`src/rtl/fsm_launcher_pkg.sv`:
```
// fsm_launcher_pkg: shared types for the start/busy/done launcher.
// Reused by the requesting controller to decode response status.
package fsm_launcher_pkg;

    typedef enum logic [1:0] {
        ST_OK      = 2'd0,
        ST_TIMEOUT = 2'd1,
        ST_PROTO   = 2'd2
    } status_e;

    typedef enum logic [1:0] {
        S_IDLE  = 2'd0,
        S_START = 2'd1,
        S_WAIT  = 2'd2,
        S_RESP  = 2'd3
    } state_e;

endpackage

```
`src/rtl/fsm_launcher.sv`:
```
// fsm_launcher: accepts a job request (valid/ready), pulses start_o to a
// worker req_count_i times, waits for each done_i, then returns a status.
// Ports:
//   clk_i, rst_i                  clock, synchronous active-high reset
//   req_valid_i/req_ready_o       request handshake, req_count_i = runs
//   start_o, busy_i, done_i       worker handshake
//   resp_valid_o/resp_ready_i     response handshake
//   resp_status_o                 OK / TIMEOUT / PROTO
//   resp_done_cnt_o               runs completed before the response
//   active_o                      high whenever not IDLE
module fsm_launcher #(
    parameter int TIMEOUT_CYCLES = 16,
    parameter int NJOBW          = 4
) (
    input  logic             clk_i,
    input  logic             rst_i,
    input  logic             req_valid_i,
    output logic             req_ready_o,
    input  logic [NJOBW-1:0] req_count_i,
    output logic             start_o,
    input  logic             busy_i,
    input  logic             done_i,
    output logic             resp_valid_o,
    input  logic             resp_ready_i,
    output logic [1:0]       resp_status_o,
    output logic [NJOBW-1:0] resp_done_cnt_o,
    output logic             active_o
);
    import fsm_launcher_pkg::*;

    localparam int TW = $clog2(TIMEOUT_CYCLES + 1);
    localparam logic [TW-1:0] TMAX = TW'(TIMEOUT_CYCLES - 1);

    state_e           r_state;
    state_e           w_state_nxt;
    status_e          r_status;
    status_e          w_status_nxt;
    logic [NJOBW-1:0] r_count;
    logic [NJOBW-1:0] w_count_nxt;
    logic [NJOBW-1:0] r_done_cnt;
    logic [NJOBW-1:0] w_done_cnt_nxt;
    logic [NJOBW-1:0] w_done_inc;
    logic [TW-1:0]    r_timer;
    logic [TW-1:0]    w_timer_nxt;

    assign w_done_inc = r_done_cnt + NJOBW'(1);

    always_comb begin
        w_state_nxt    = r_state;
        w_status_nxt   = r_status;
        w_count_nxt    = r_count;
        w_done_cnt_nxt = r_done_cnt;
        w_timer_nxt    = r_timer;
        case (r_state)
            S_IDLE: begin
                if (req_valid_i) begin
                    w_count_nxt    = req_count_i;
                    w_done_cnt_nxt = '0;
                    w_timer_nxt    = '0;
                    w_status_nxt   = ST_OK;
                    if (req_count_i == '0) begin
                        w_state_nxt = S_RESP;
                    end else begin
                        w_state_nxt = S_START;
                    end
                end
            end
            S_START: begin
                w_timer_nxt = '0;
                w_state_nxt = S_WAIT;
            end
            S_WAIT: begin
                w_timer_nxt = r_timer + TW'(1);
                // done wins over both faults, so a done in the
                // final timer cycle still counts as success
                if (done_i) begin
                    w_done_cnt_nxt = w_done_inc;
                    if (w_done_inc == r_count) begin
                        w_state_nxt  = S_RESP;
                        w_status_nxt = ST_OK;
                    end else begin
                        w_state_nxt = S_START;
                    end
                end else if (!busy_i) begin
                    w_state_nxt  = S_RESP;
                    w_status_nxt = ST_PROTO;
                end else if (r_timer == TMAX) begin
                    w_state_nxt  = S_RESP;
                    w_status_nxt = ST_TIMEOUT;
                end
            end
            S_RESP: begin
                if (resp_ready_i) begin
                    w_state_nxt = S_IDLE;
                end
            end
            default: begin
                w_state_nxt    = S_IDLE;
                w_status_nxt   = ST_OK;
                w_count_nxt    = '0;
                w_done_cnt_nxt = '0;
                w_timer_nxt    = '0;
            end
        endcase
    end

    always_ff @(posedge clk_i) begin
        if (rst_i) begin
            r_state    <= S_IDLE;
            r_status   <= ST_OK;
            r_count    <= '0;
            r_done_cnt <= '0;
            r_timer    <= '0;
        end else begin
            r_state    <= w_state_nxt;
            r_status   <= w_status_nxt;
            r_count    <= w_count_nxt;
            r_done_cnt <= w_done_cnt_nxt;
            r_timer    <= w_timer_nxt;
        end
    end

    assign req_ready_o     = (r_state == S_IDLE);
    assign start_o         = (r_state == S_START);
    assign resp_valid_o    = (r_state == S_RESP);
    assign active_o        = (r_state != S_IDLE);
    assign resp_status_o   = r_status;
    assign resp_done_cnt_o = r_done_cnt;

endmodule

```
`config.mk`:
```
export PLATFORM = sky130hd
export DESIGN_NAME = fsm_launcher
export DESIGN_NICKNAME = d
export VERILOG_FILES = /design/src/rtl/fsm_launcher_pkg.sv /design/src/rtl/fsm_launcher.sv
export SDC_FILE = /design/constraint.sdc
export NUM_CORES = 1
export LEC_CHECK = 0
export ABC_AREA = 1
export CELL_PAD_IN_SITES_DETAIL_PLACEMENT = 1
export CELL_PAD_IN_SITES_GLOBAL_PLACEMENT = 1
export CORE_ASPECT_RATIO = 0.7
export CORE_MARGIN = 1
export CORE_UTILIZATION = 29
export CTS_CLUSTER_DIAMETER = 100
export DETAILED_ROUTE_END_ITERATION = 16
export GPL_ROUTABILITY_DRIVEN = 1
export PLACE_DENSITY_LB_ADDON = 0.1
export SYNTH_ARGS = -nofsm -noshare
export SYNTH_HDL_FRONTEND = slang
export SYNTH_SLANG_ARGS = --single-unit
```
`constraint.sdc`:
```
create_clock -name clk_i -period 1.89 [get_ports clk_i]
set_input_delay 0.189 -clock clk_i [delete_from_list [all_inputs] [get_ports clk_i]]
set_output_delay 0.189 -clock clk_i [all_outputs]
set_load 0.01 [all_outputs]
```
==> impl_metrics.json <==
{
  "status": "complete, no violations",
  "hold_depth": 2,
  "grt-ovfl-total": 0,
  "synth_top_family_by_area": "simple AND/OR/NAND/NOR gates",
  "peakVddDrop_uv": 358.2,
  "postRouteWirelength_um": 2525,
  "worst_setup_path_end_kind": "primary output",
  "die_y_um": 48.44,
  "synthAdderAreaFrac_pct": 4.202,
  "cts_setup_buffers": 0,
  "ys_types": 22,
  "synthCells": 133,
  "holdBufCountCts": 0,
  "synth_compound_area_share_pct": 17.93,
  "cts_sinks": 17,
  "first_pass_iters": 4,
  "ys_warn_count": 0,
  "tns_ps": 0,
  "cts_tree": "yes",
  "startpoint_type": "register",
  "layout_common_cells": "nand2_1, clkdlybuf4s50_1, inv_1, dfxtp_1",
  "synthSimpleGateAreaFrac_pct": 29.97,
  "yosys-top-cells-area": "dfxtp_1, nand2_1, a21oi_1",
  "dr.first_iter.drc_count": 51,
  "fin_crit_ps": 1671,
  "dp_cells": 189,
  "cts_buffers": 3,
  "fin_cells": 193,
  "ios": 20,
  "placementRows": 16,
  "nets": 171,
  "hold_path.class": "register to register",
  "die_x_um": 68.34,
  "clkLatencyLatePin_ps": 260,
  "synth_mux_area_share_pct": 0,
  "port_buffers": 19,
  "tightestPinTransition_ps": 375.4,
  "startpoint": "r_state[1]",
  "area_delta_synth_final_pct": 32.63,
  "clk_pin_slew_ps": 70,
  "layout-drive-gt1-share_pct": 9.554,
  "root_buffer": "clkbuf_8",
  "grt_pass1_wl_um": 4243,
  "cts_resized": 0,
  "h-tree-depth": 1,
  "rr_endpoint": "resp_status_o[1]",
  "hold_viol": 0,
  "wire_per_inst_um": 13.08,
  "place_hpwl_um": 2042,
  "grtUsageTotal_pct": 17.56,
  "clock_skew_ps": 1.459,
  "syn-num-nets": 146,
  "worst-setup-path-type": "register to primary output",
  "r2r-start": "resp_done_cnt_o[0]",
  "layout_commonest_cell": "nand2_1",
  "grt_pass1_vias": 852,
  "core_area_um2": 2863,
  "cp.arrival_ps": 1480,
  "initial_core_util_pct": 31.21,
  "fin_crit_sh_pct": 88.39,
  "synthXorXnorAreaFrac_pct": 0.9804,
  "yosysTopAreaCellShare_pct": 38.10,
  "p_per_area_nw_per_um2": 888.9,
  "max_cap_viol_count": 0,
  "clk_path_buf_depth": 2,
  "syn_area_per_cell_um2": 6.717,
  "worstPathMaxFanout": 7,
  "max_freq_mhz": 598.6,
  "ys_ff_latch": 17,
  "crit_required_ps": 1700,
  "r2r_setup_slack_ps": 250,
  "rr_worst_depth": 9,
  "maxSlewViolCount": 0,
  "drcViolationCount": 0,
  "min-delay-start": "r_timer[3]",
  "diodes": 0,
  "netlist_area_um2": 893.4,
  "grt_max_degree": 13,
  "gp_congestion": 0.7553,
  "dieArea_um2": 3310,
  "viasPerCell": 4.788,
  "grt_antenna_before_repair": 0,
  "hold_end": "r_timer[3]",
  "rsz0062_at_grt": "false",
  "relSlewSlack_pct": 74.95,
  "p_leak_nw": 0.4909,
  "antenna_left": 0,
  "setup_violations": 0,
  "via_count": 924,
  "synth_top_area_cell": "dfxtp_1",
  "yosysSeqAreaShare_pct": 38.10
}
how the worst max path moves through the flow:
stage                             endpoint  slack [ps]  cells past startpoint
after detailed placement  resp_status_o[1]         280                      9
after floorplan           resp_status_o[1]         440                      9
after global placement    resp_status_o[1]         300                      9
final                             active_o         220                      3
after CTS                         active_o         210                      3
after global routing      resp_status_o[0]          80                      9
flip-flops by register name, indices dropped and copies added (netlist names):
name / cells
r_count: 4
resp_status_o: 2
resp_done_cnt_o: 4
r_state: 2
r_timer: 5
synthesized netlist by cell type:
library cell,number
a21oi_1,14
nand4_1,1
o21ai_2,1
or2_2,1
buf_2,1
nor2_2,2
nand2_1,30
a211oi_1,1
inv_2,1
inv_4,1
nor2_1,14
xnor2_1,1
inv_1,17
nand3_1,11
o21ai_0,10
ha_1,3
nor3_1,2
dfxtp_1,17
o21a_1,1
nand2_2,2
a22oi_1,1
a21oi_2,1
worst max-delay path: stages (launching register included):
cell and delay (ps):
dfxtp_1 470, nor2_1 120, inv_1 100, clkdlybuf4s50_1 540
power by group:
group	total (mW)	switching [mW]	internal, mW
sequential	0.438	0.0406	0.397
combinational	0.334	0.182	0.152
clock	0.281	0.134	0.147
per-layer routing:
layer  wire, µm  GRT usage (%)  part of all wire [%]
met1       1430          27.37                    57
met2        927          22.71                    37
met3        162          6.368                   6.4
met4          4          3.125                  0.16
met5          0              0                     0
final cells by class:
cell class	count	area, µm²
clock buffers	3	41.29
clock inverters	1	5.005
fillers	373	1678
inverters	19	73.82
multi-input cells	96	474.2
flip-flops and latches	17	340.3
well taps	36	45.04
repair buffers	21	205.2
cells by family (layout without fill, tap and decap cells):
logic type | after synthesis | count (layout)
adders and majority gates | 3 | 3
DFF | 17 | 17
xor gates and xnor gates | 1 | 1
and+or+nand+nor | 63 | 63
buffers and inverters | 20 | 44
AOI/OAI and AO/OA | 29 | 29
stage by stage:
step           power, mW  setup slack, ps  utilization [%]  hold WS [ps]  area, µm²
6_report           1.053            219.4            41.39         471.7       1185
5_1_grt            1.137            84.95            41.39         506.4       1185
4_1_cts            1.065            207.2            41.39         476.9       1185
3_5_place_dp      0.7804            281.1            39.77         466.4       1139
3_3_place_gp      0.7734            301.8            39.77         451.9       1139
2_1_floorplan     0.6287            437.1                -         258.1      893.4
Note: power is estimated with default switching activity, not from simulation.
